[src/rtl/boot_loader.sv]
// Serial boot loader: takes a length-prefixed, checksummed frame of 16-bit words,
// writes them to instruction memory in order, then releases the CPU from reset.
module boot_loader #(
    parameter int TIMEOUT = 100000
) (
    input  logic        clk,
    input  logic        rst,
    input  logic        rx_valid,
    input  logic [7:0]  rx_data,
    input  logic        reload,
    output logic [9:0]  imem_addr,
    output logic [15:0] imem_wdata,
    output logic        imem_wr,
    output logic        cpu_rst,
    output logic        busy,
    output logic        err,
    output logic [2:0]  dbg_state
);

    // rx_valid is a one-cycle strobe with no backpressure: a byte is taken in any
    // cycle it is high while a frame is being collected, and is lost otherwise.
    typedef enum logic [2:0] {
        S_LEN_LO  = 3'd0,
        S_LEN_HI  = 3'd1,
        S_INSN_HI = 3'd2,
        S_INSN_LO = 3'd3,
        S_CHK     = 3'd4,
        S_RUN     = 3'd5,
        S_ERR     = 3'd6
    } state_t;

    localparam int IW = $clog2(TIMEOUT + 1);

    state_t        state_q;
    logic [7:0]    len_lo_q;
    logic [7:0]    hi_q;
    logic [7:0]    sum_q;
    logic [10:0]   len_q;
    logic [10:0]   cnt_q;
    logic [IW-1:0] idle_q;
    logic [9:0]    addr_q;
    logic [15:0]   wdata_q;
    logic          wr_q;
    logic          cpu_rst_q;
    logic          busy_q;
    logic          err_q;

    logic [15:0]   len_d;
    logic [7:0]    sum_d;
    logic [10:0]   cnt_d;
    logic [IW-1:0] idle_d;
    logic          idle_active;
    logic          timeout_hit;

    assign len_d       = {rx_data, len_lo_q};
    assign sum_d       = sum_q + rx_data;
    assign cnt_d       = cnt_q + 11'd1;
    assign idle_d      = idle_q + IW'(1);
    assign idle_active = (state_q == S_LEN_HI) || (state_q == S_INSN_HI) ||
                         (state_q == S_INSN_LO) || (state_q == S_CHK);
    // A byte arriving in the last allowed idle cycle wins over the timeout.
    assign timeout_hit = idle_active && !rx_valid && (idle_d == IW'(TIMEOUT));

    always_ff @(posedge clk) begin
        if (rst) begin
            state_q   <= S_LEN_LO;
            len_lo_q  <= '0;
            hi_q      <= '0;
            sum_q     <= '0;
            len_q     <= '0;
            cnt_q     <= '0;
            idle_q    <= '0;
            addr_q    <= '0;
            wdata_q   <= '0;
            wr_q      <= 1'b0;
            cpu_rst_q <= 1'b1;
            busy_q    <= 1'b1;
            err_q     <= 1'b0;
        end else if (reload) begin
            state_q   <= S_LEN_LO;
            sum_q     <= '0;
            cnt_q     <= '0;
            idle_q    <= '0;
            addr_q    <= '0;
            wr_q      <= 1'b0;
            cpu_rst_q <= 1'b1;
            busy_q    <= 1'b1;
            err_q     <= 1'b0;
        end else begin
            wr_q      <= 1'b0;
            cpu_rst_q <= (state_q != S_RUN);
            // Address moves on after each write except the last, so it never wraps.
            if (wr_q && (cnt_q != len_q)) begin
                addr_q <= addr_q + 10'd1;
            end
            if (idle_active) begin
                idle_q <= rx_valid ? '0 : idle_d;
            end
            if (timeout_hit) begin
                state_q <= S_ERR;
                idle_q  <= '0;
                busy_q  <= 1'b0;
                err_q   <= 1'b1;
            end else if (rx_valid) begin
                case (state_q)
                    S_LEN_LO: begin
                        len_lo_q <= rx_data;
                        sum_q    <= sum_d;
                        state_q  <= S_LEN_HI;
                    end
                    S_LEN_HI: begin
                        sum_q <= sum_d;
                        len_q <= len_d[10:0];
                        cnt_q <= '0;
                        if (len_d > 16'd1024) begin
                            state_q <= S_ERR;
                            busy_q  <= 1'b0;
                            err_q   <= 1'b1;
                        end else if (len_d == 16'd0) begin
                            state_q <= S_CHK;
                        end else begin
                            state_q <= S_INSN_HI;
                        end
                    end
                    S_INSN_HI: begin
                        hi_q    <= rx_data;
                        sum_q   <= sum_d;
                        state_q <= S_INSN_LO;
                    end
                    S_INSN_LO: begin
                        sum_q   <= sum_d;
                        wr_q    <= 1'b1;
                        wdata_q <= {hi_q, rx_data};
                        cnt_q   <= cnt_d;
                        state_q <= (cnt_d == len_q) ? S_CHK : S_INSN_HI;
                    end
                    S_CHK: begin
                        busy_q <= 1'b0;
                        if (rx_data == sum_q) begin
                            state_q <= S_RUN;
                            err_q   <= 1'b0;
                        end else begin
                            state_q <= S_ERR;
                            err_q   <= 1'b1;
                        end
                    end
                    default: begin
                    end
                endcase
            end
        end
    end

    assign imem_addr  = addr_q;
    assign imem_wdata = wdata_q;
    assign imem_wr    = wr_q;
    assign cpu_rst    = cpu_rst_q;
    assign busy       = busy_q;
    assign err        = err_q;
    assign dbg_state  = state_q;

endmodule
[config.mk]
export PLATFORM = sky130hd
export DESIGN_NAME = boot_loader
export DESIGN_NICKNAME = d
export VERILOG_FILES = /design/src/rtl/boot_loader.sv
export SDC_FILE = /design/constraint.sdc
export NUM_CORES = 1
export LEC_CHECK = 0
export BUFFER_PORTS_ARGS = -buffer_cell sky130_fd_sc_hd__buf_2
export CORE_AREA = 2 2 116 118
export CTS_CLUSTER_DIAMETER = 150
export CTS_CLUSTER_SIZE = 20
export DETAILED_ROUTE_END_ITERATION = 10
export DIE_AREA = 0 0 118 120
export PLACE_DENSITY_LB_ADDON = 0.1
export SYNTH_ARGS = -nofsm -noshare
export SYNTH_HDL_FRONTEND = slang
export SYNTH_SLANG_ARGS = --single-unit
[constraint.sdc]
create_clock -name clk -period 2.9 [get_ports clk]
set_clock_uncertainty 0.2 [all_clocks]
set_input_delay 0.145 -clock clk [delete_from_list [all_inputs] [get_ports clk]]
set_output_delay 0.145 -clock clk [all_outputs]
set_load 0.02 [all_outputs]
==> results.py, run 1 <==
metrics = {
    "clocking": {
        "cts_buffers": 9,
        "postCtsSetupRepairBufs": 0,
        "cts-root-buf": "clkbuf_16",
        "cts_sinks": 96,
        "ctsResizeCount": 0,
        "clock_latency_ns": 0.35,
        "cts_tree": "done",
        "cts_max_path_buffers": 2,
        "clkTransAtPathRegs_ns": 0.07,
        "htreeDepth": 3,
    },
    "drt": {
        "wire_per_inst_um": 15.1,
        "finalWirelength_um": 13000,
        "via_count": 4744,
        "drt-pass1-iter-count": 5,
        "routed_via_density": 5.49,
        "antenna_left": 0,
        "drt_iter0_markers": 240,
        "drc_errors": 0,
    },
    "synthesis": {
        "synthAdderAreaFrac_pct": 3.11,
        "yosysSeqAreaShare_pct": 37.9,
        "syn-num-nets": 670,
        "synth-compound-area-share_pct": 18.9,
        "yosys-mux-area-fraction_pct": 2.37,
        "synthCells": 646,
        "synth_xor_area_share_pct": 5.18,
        "yosys_warnings": 0,
        "syn_avg_cell_area_um2": 7.85,
        "synth_top_family_by_area": "simple AND/OR/NAND/NOR gates",
        "synth_edf_count": 0,
        "synthDistinctLibCells": 61,
        "ys_ff_latch": 96,
        "syn_area_mm2": 0.00507,
        "synthFlopType": "dfxtp_1",
        "synthArstFlopShare_pct": 0,
        "synth-simple-area-share_pct": 27.1,
    },
    "layout": {
        "fillCellCount": 1335,
        "fin_util_pct": 45.2,
        "drive_gt1_share_pct": 13.7,
        "fin_cells": 864,
        "antenna_cells": 0,
        "syn_to_final_growth_pct": 15.9,
        "nets": 707,
    },
    "floorplanning": {
        "die_area_mm2": 0.0142,
        "num_rows": 42,
        "ios": 45,
        "initial_utilization_pct": 39.0,
        "core_area_mm2": 0.0130,
        "dieHeight_um": 120,
        "dieWidth_um": 118,
    },
    "global_route": {
        "antenna_found_initial": 0,
        "grt_pass1_vias": 4363,
        "grt_pass1_wl_um": 22000,
        "grt_overflow": 0,
        "grt_max_degree": 45,
        "grtUsageTotal_pct": 19.0,
    },
    "setup_path": {
        "crit_type": "flop to flop",
        "reg2reg_from": "cnt_q[0]",
        "start_kind": "flop",
        "cp.arrival_ns": 2.61,
        "reg2regPathDepth": 7,
        "reg2reg_to": "dbg_state[1]",
        "cp_max_fo": 7,
        "endpoint_kind": "flop",
        "rrSetupSlack_ns": 0.33,
        "required_ns": 2.95,
    },
    "hold_path": {
        "worstHoldPathCells": 3,
        "holdPathEnd": "busy",
        "hold_class": "input port to flop",
        "min-delay-start": "rst",
    },
    "sta": {
        "grt_setup_unrepaired": "no",
        "setup_tns_ns": 0,
        "setup_violations": 0,
        "fmax_mhz": 389,
        "min_period_ns": 2.57,
        "relSlewSlack_pct": 54.7,
        "holdWs_ns": 0.0200,
        "fin_crit_sh_pct": 88.6,
        "tightest_slew_ns": 0.677,
        "finalMaxSlewViolations": 0,
        "hold_viol_final": 0,
    },
    "place": {
        "place_congestion": 0.877,
        "dp_hpwl_um": 9120,
        "portBuffers": 44,
        "place_inst": 840,
    },
    "run_status": {
        "status": "completed",
    },
    "power_and_ir_drop": {
        "p_leak_uw": 0.00206,
        "pwr_density_cell_mw_per_mm2": 498,
        "power_uw": 2920,
        "vdd_drop_max_v": 0.000309,
    },
    "run": {
        "drv_cap": 0,
    },
}
==> worst max-delay path, stage by stage, from the launching register on <==
cell and delay [ns]:
dfxtp_1 0.44, ha_1 0.27, nand3_1 0.20, or3_1 0.40
a221o_1 0.32, nor4_1 0.24, a21boi_0 0.15, o31a_1 0.25
==> registers in the layout, summed over array words and instances, names as in the netlist <==
register    cells
busy            1
imem_wr         1
hi_q            8
sum_q           8
idle_q         17
cnt_q          11
imem_addr      10
err             1
len_q          11
dbg_state       3
len_lo_q        8
cpu_rst         1
imem_wdata     16
==> layout make-up <==
| cell class | instances | area [um2] | share of cell area [%] |
|---|---|---|---|
| Timing Repair Buffer | 72 | 450 | 7.67 |
| Tap cell | 176 | 220 | 3.75 |
| Inverter | 13 | 48.8 | 0.831 |
| Multi-Input combinational cell | 491 | 2890 | 49.1 |
| Clock inverter | 7 | 120 | 2.05 |
| Sequential cell | 96 | 1920 | 32.7 |
| Clock buffer | 9 | 225 | 3.83 |
==> cells by family (layout without fill, tap and decap cells) <==
| family | after synthesis | count (layout) |
|---|---|---|
| AND/OR/NAND/NOR | 278 | 278 |
| AO/OA/AOI/OAI | 159 | 159 |
| flip-flops | 96 | 96 |
| buffers and inverters | 59 | 101 |
| XOR/XNOR | 30 | 30 |
| adder cells (fa/ha/maj) | 12 | 12 |
| multiplexers | 12 | 12 |
==> synth_stat cells (3+ instances only) <==
cell	number	area, um2
mux2i_1	12	120
or3_1	16	100
nor4b_1	4	35.0
o21ai_0	32	160
clkbuf_1	29	109
nand3_1	18	90.1
nand2_1	96	360
buf_2	7	35.0
nand4b_1	5	43.8
buf_4	3	22.5
dfxtp_1	96	1920
nand2b_1	9	56.3
a22oi_1	5	37.5
nor2_1	59	221
buf_6	3	33.8
a31oi_1	7	43.8
a2111oi_0	3	26.3
xnor2_1	20	175
or4_1	6	45.0
a21oi_1	76	380
nor4_1	13	81.3
nor2b_1	4	25.0
o31ai_1	4	30.0
or2_2	4	25.0
o21a_1	5	37.5
inv_1	13	48.8
nand4_1	13	81.3
clkbuf_2	3	15.0
xor2_1	10	87.6
and3_1	5	31.3
o211ai_1	3	22.5
ha_1	11	138
nor3_1	14	70.1
==> how the worst max path moves through the flow <==
stage / cells after the start / start / slack [ns] / endpoint
after floorplan: 8 / idle_q[1] / 0.32 / idle_q[10]
after global placement: 7 / cnt_q[0] / 0.38 / dbg_state[1]
after detailed placement: 7 / cnt_q[0] / 0.33 / dbg_state[1]
after CTS: 7 / cnt_q[0] / 0.33 / dbg_state[1]
after global routing: 7 / cnt_q[0] / 0.1 / dbg_state[1]
final: 7 / cnt_q[0] / 0.33 / dbg_state[1]
==> cell usage in the layout, fill, tap and decap left out, drive strengths merged, types with 10 or more instances in the layout <==
| cell type | Yosys | layout |
|---|---|---|
| buf | 13 | 64 |
| dfxtp | 96 | 96 |
| or3 | 16 | 16 |
| nor3 | 15 | 15 |
| nand3 | 18 | 18 |
| nand2 | 96 | 96 |
| nor4 | 14 | 14 |
| nor2 | 59 | 59 |
| ha | 11 | 11 |
| inv | 13 | 13 |
| o21ai | 32 | 32 |
| a21oi | 78 | 78 |
| nand4 | 14 | 14 |
| xnor2 | 20 | 20 |
| xor2 | 10 | 10 |
| mux2i | 12 | 12 |
==> metrics by stage <==
stage / instance area [um2] / setup WS [ns]
after floorplan: 5070 / 0.315
after global placement: 5450 / 0.377
after detailed placement: 5450 / 0.334
after CTS: 5870 / 0.330
after global routing: 5870 / 0.0961
final: 5870 / 0.332
==> timing repair <==
action                                  in CTS  in global routing
hold buffers                                 8                  0
endpoints found under the hold margin       25                  0
endpoints found under the setup margin       0                  0
==> per-layer routing <==
layer | routed length, um | share of wire [%] | GRT usage, % | up-vias
li1 | - | - | - | 2373
met1 | 6330 | 49 | 26.0 | 2251
met2 | 6000 | 46 | 30.7 | 106
met3 | 503 | 3.9 | 2.76 | 14
met4 | 180 | 1.4 | 6.70 | 0
met5 | 0 | 0 | 0 | -
==> power breakdown <==
part	switching [uW]	internal, uW
Sequential	12.4	1330
Clock	544	843
Combinational	121	69.5
Power figures use the tool's default switching activity.
==> run 2, diff against run 1 <==
BUFFER_PORTS_ARGS = not set   (was -buffer_cell sky130_fd_sc_hd__buf_2)
DONT_BUFFER_PORTS = 1   (was not set)
==> run 2 against run 1 <==
Effect of this change: power decreased by 3.7%; die area did not move; wire length grew 2.1%; largest cell class unchanged; largest power group is now sequential cells.
==> results.py, run 2 (synthesis results as in run 1) <==
metrics = {
    "global_route": {
        "antenna_found_initial": 0,
        "grt_overflow": 0,
        "grtUsageTotal_pct": 19.4,
        "grt_pass1_wl_um": 22100,
        "grt_max_degree": 46,
        "grt_pass1_vias": 4430,
    },
    "drt": {
        "via_count": 4563,
        "routed_via_density": 5.54,
        "antenna_left": 0,
        "wire_per_inst_um": 16.1,
        "drc_errors": 0,
        "drt_iter0_markers": 258,
        "drt-pass1-iter-count": 4,
        "finalWirelength_um": 13300,
    },
    "floorplanning": {
        "die_area_mm2": 0.0142,
        "dieHeight_um": 120,
        "core_area_mm2": 0.0130,
        "num_rows": 42,
        "ios": 45,
        "dieWidth_um": 118,
        "initial_utilization_pct": 39.0,
    },
    "clocking": {
        "cts_max_path_buffers": 2,
        "htreeDepth": 3,
        "cts_sinks": 96,
        "cts-root-buf": "clkbuf_16",
        "cts_tree": "done",
        "clkTransAtPathRegs_ns": 0.07,
        "cts_buffers": 9,
        "clock_latency_ns": 0.35,
        "postCtsSetupRepairBufs": 0,
    },
    "sta": {
        "setup_violations": 0,
        "finalMaxSlewViolations": 0,
        "grt_setup_unrepaired": "no",
        "tightest_slew_ns": 0.808,
        "min_period_ns": 2.65,
        "relSlewSlack_pct": 45.9,
        "setup_tns_ns": 0,
        "fin_crit_sh_pct": 91.5,
        "fmax_mhz": 377,
        "hold_viol_final": 0,
        "holdWs_ns": 0.0157,
    },
    "power_and_ir_drop": {
        "power.internal_uw": 2160,
        "p_sw_uw": 657,
        "vdd_drop_max_v": 0.000270,
        "pwr_density_cell_mw_per_mm2": 495,
        "p_leak_uw": 0.00186,
        "combPwrFrac_pct": 6.5,
        "clkPwrFrac_pct": 45.8,
        "p_sw_share_pct": 23.4,
        "p_seq_share_pct": 47.7,
    },
    "setup_path": {
        "crit_buf_inv": 2,
        "rrSetupSlack_ns": 0.25,
        "endpoint_kind": "flop",
        "slowest_delay_ns": 0.57,
        "crit_type": "flop to flop",
        "cp_top_family": "simple AND/OR/NAND/NOR gates",
        "reg2reg_from": "dbg_state[2]",
        "cpMaxStageDelayCell": "dlygate4sd3_1",
        "reg2regPathDepth": 8,
        "required_ns": 2.99,
        "cp.arrival_ns": 2.74,
        "cp_max_fo": 16,
        "cp_cell_sequence": "nor2b_1 -> and2_1 -> nand2_2 -> nor2_1 -> buf_4 -> nand2_1 -> dlygate4sd3_1 -> a21oi_1",
        "reg2reg_to": "imem_wdata[7]",
        "start_kind": "flop",
    },
    "layout": {
        "final_common_cell": "dfxtp_1",
        "final_cell_mix": "dfxtp_1, nand2_1, a21oi_1, nor2_1, o21ai_0",
        "nets": 667,
        "antenna_cells": 0,
        "syn_to_final_growth_pct": 12.2,
        "regMostFlops": "idle_q",
        "largest_reg_flops": 17,
        "drive_gt1_share_pct": 7.72,
    },
    "run": {
        "drv_cap": 0,
    },
    "hold_path": {
        "hold_class": "input port to flop",
        "holdPathEnd": "sum_q[6]",
        "worstHoldPathCells": 3,
        "min-delay-start": "rx_data[6]",
    },
    "place": {
        "dp_hpwl_um": 8960,
        "place_congestion": 0.869,
        "portBuffers": 0,
    },
    "run_status": {
        "status": "completed",
    },
}
[run 2: layout make-up]
class                           count  area [um2]
Clock buffer                        9         225
Clock inverter                      7        95.1
Fill cell                        1359        7290
Inverter                           13        48.8
Multi-Input combinational cell    491        2890
Sequential cell                    96        1920
Tap cell                          176         220
Timing Repair Buffer               32         285
[run 2: how the worst max path moves through the flow]
stage	end	start	cells after the start
after floorplan	idle_q[10]	idle_q[1]	8
after global placement	dbg_state[1]	cnt_q[0]	7
after detailed placement	dbg_state[1]	cnt_q[0]	7
after CTS	imem_wdata[7]	dbg_state[2]	8
after global routing	imem_wdata[7]	dbg_state[2]	8
final	imem_wdata[7]	dbg_state[2]	8
[run 2: what timing repair did]
action / 4_1_cts / 5_1_grt
resized for setup: 0 / 1
hold endpoints to repair: 69 / 0
endpoints found under the setup margin: 0 / 2
hold buffers: 14 / 0
[run 2: tightest hold or removal path: cells and delay by family]
family / cells / cell delay (ns)
AOI/OAI and AO/OA: 2 / 0.19
adders and majority gates: 1 / 0.18
[run 2: power by group through the flow]
stage          Sequential, uW  Combinational (uW)  Clock [uW]
2_1_floorplan            1370                 124           0
3_3_place_gp             1370                 143           0
3_5_place_dp             1370                 143           0
4_1_cts                  1340                 183        1320
5_1_grt                  1340                 205        1370
6_report                 1340                 182        1290
[run 2: through the flow]
| stage | cell area [um2] | total power (uW) | std cells | util [%] | setup WS [ns] |
|---|---|---|---|---|---|
| after detailed placement | 5210 | 1520 | 794 | 40.2 | 0.296 |
| after CTS | 5680 | 2850 | 824 | 43.8 | 0.148 |
| after global placement | 5210 | 1520 | 794 | 40.2 | 0.379 |
| after floorplan | 5070 | 1500 | 646 | - | 0.315 |
| final | 5690 | 2810 | 824 | 43.8 | 0.247 |
| after global routing | 5690 | 2920 | 824 | 43.8 | 0.0593 |
[run 2: per-layer routing]
metal	global-route usage (%)	wire (um)
met1	24.6	6130
met2	32.6	6280
met3	3.99	734
met4	6.85	136
met5	0	0
==> run 3, diff against run 2 <==
PLACE_DENSITY_LB_ADDON = 0.3   (was 0.1)
==> run 3 against run 2 <==
Effect of this change: clock power about the same; worst setup slack worse by 0.051 ns; core utilization up 1.1 points; wire length up 1.2%; first-iteration DRC count up 16%; sequential power about the same; register-to-register slack worse by 0.05 ns; largest cell class unchanged; final area up 2.5%; via count up 1.9%; critical path depth down 1.
==> results.py, run 3 (synthesis results as in run 1) <==
metrics = {
    "clocking": {
        "cts_tree": "done",
        "postCtsSetupRepairBufs": 0,
        "cts-root-buf": "clkbuf_16",
        "cts_max_path_buffers": 2,
        "cts_sinks": 96,
        "htreeDepth": 3,
        "clock_latency_ns": 0.36,
        "cts_buffers": 9,
        "clkTransAtPathRegs_ns": 0.08,
    },
    "layout": {
        "largest_reg_flops": 17,
        "antenna_cells": 0,
        "multiInputGateArea_mm2": 0.00290,
        "drive_gt1_share_pct": 8.46,
        "final_cell_mix": "nand2_1, dfxtp_1, a21oi_1, nor2_1, o21ai_0",
        "nets": 681,
        "syn_to_final_growth_pct": 15.0,
        "fillCellCount": 1293,
        "regMostFlops": "idle_q",
        "seqCellArea_mm2": 0.00192,
    },
    "sta": {
        "hold_viol_final": 0,
        "fmax_mhz": 370,
        "tightest_slew_ns": 0.668,
        "setup_tns_ns": 0,
        "fin_crit_sh_pct": 93.3,
        "finalMaxSlewViolations": 0,
        "setup_violations": 0,
        "grt_setup_unrepaired": "no",
        "setup_ws_ns": 0.196,
        "min_period_ns": 2.70,
        "relSlewSlack_pct": 55.1,
    },
    "setup_path": {
        "endpoint_kind": "flop",
        "rrSetupSlack_ns": 0.20,
        "start_kind": "flop",
        "cp.arrival_ns": 2.75,
        "required_ns": 2.95,
        "crit_type": "flop to flop",
        "reg2reg_from": "cnt_q[0]",
        "cpMaxStageDelayCell": "dfxtp_1",
        "reg2reg_to": "dbg_state[1]",
        "slowest_delay_ns": 0.45,
        "cp_cell_sequence": "ha_1 -> nand3_1 -> or3_1 -> a221o_1 -> nor4_1 -> a21boi_0 -> o31a_1",
        "cp_max_fo": 7,
        "reg2regPathDepth": 7,
    },
    "drt": {
        "wire_per_inst_um": 16.0,
        "via_count": 4650,
        "routed_via_density": 5.55,
        "drc_errors": 0,
        "antenna_left": 0,
        "drt-pass1-iter-count": 5,
        "finalWirelength_um": 13400,
        "drt_iter0_markers": 299,
    },
    "global_route": {
        "grt_pass1_vias": 4397,
        "grt_overflow": 0,
        "use_met3_pct": 4.71,
        "top_usage_layer": "met2",
        "grtUsageTotal_pct": 19.3,
        "use_met2_pct": 31.3,
        "use_met1_pct": 25.1,
        "antenna_found_initial": 0,
        "grt_max_degree": 46,
        "grt_pass1_wl_um": 22100,
    },
    "floorplanning": {
        "dieWidth_um": 118,
        "core_area_mm2": 0.0130,
        "num_rows": 42,
        "ios": 45,
        "die_area_mm2": 0.0142,
        "dieHeight_um": 120,
        "initial_utilization_pct": 39.0,
    },
    "hold_path": {
        "hold_class": "input port to flop",
        "holdPathEnd": "hi_q[1]",
        "min-delay-start": "reload",
        "worstHoldPathCells": 4,
    },
    "place": {
        "dp_slack_ns": 0.253,
        "dp_hpwl_um": 8690,
        "place_congestion": 0.929,
        "portBuffers": 0,
    },
    "run_status": {
        "status": "completed",
    },
    "run": {
        "drv_cap": 0,
    },
    "power_and_ir_drop": {
        "p_leak_uw": 0.00192,
        "pwr_density_cell_mw_per_mm2": 485,
        "vdd_drop_max_v": 0.000284,
    },
}
[run 3: cell count changes in the layout (fill, tap and decap cells not counted), moves of 2 or more]
cell / before / now
buf_4: 18 / 22
inv_8: 0 / 4
dlygate4sd3_1: 13 / 23
clkinv_2: 2 / 0
[run 3: report_power, final]
part           switching (uW)  internal (uW)
Clock                     589            698
Combinational             118           75.7
Sequential               12.3           1330
Total                     719           2100
[run 3: area by class of cell]
type,count,area share [%]
clock buffers,9,3.87
clock inverters,7,1.59
inverters,13,0.837
multi-input cells,491,49.8
flip-flops and latches,96,33.0
well taps,176,3.78
repair buffers,46,7.13
[run 3: metrics by stage]
stage          cells  hold slack [ns]  area (um2)  utilization (%)  total power (uW)
6_report         838           0.0114        5830             44.9              2820
5_1_grt          838           0.0222        5830             44.9              2930
4_1_cts          838          0.00554        5810             44.8              2850
3_5_place_dp     798           0.0213        5240             40.4              1520
3_3_place_gp     798           0.0200        5240             40.4              1510
2_1_floorplan    646           0.0780        5070                -              1500
[run 3: worst max-delay path by stage]
stage,from,endpoint,slack [ns],cells after the start
floorplan,idle_q[1],idle_q[10],0.32,8
global placement,cnt_q[0],dbg_state[1],0.34,7
detailed placement,cnt_q[0],dbg_state[1],0.25,7
CTS,rx_valid,len_lo_q[7],0.03,6
global route,idle_q[3],idle_q[15],0.03,8
finish,cnt_q[0],dbg_state[1],0.20,7
[run 3: per-layer routing]
layer  up-vias  routed length [um]
met5         -                   0
met4         0                 185
met1      2215                6190
met2        98                6390
met3        15                 684
li1       2322                   -
[run 3: timing repair]
item | 4_1_cts | 5_1_grt
resized for setup | 0 | 3
hold buffers | 24 | 0
hold endpoints to repair | 71 | 0
setup endpoints to repair | 0 | 3
[run 3: worst max-delay path: cells and delay by family (launching register included)]
| kind | cells | cell delay [ns] |
|---|---|---|
| AO/OA/AOI/OAI | 3 | 0.79 |
| AND/OR/NAND/NOR | 3 | 0.86 |
| flip-flops | 1 | 0.45 |
| adder cells (fa/ha/maj) | 1 | 0.29 |
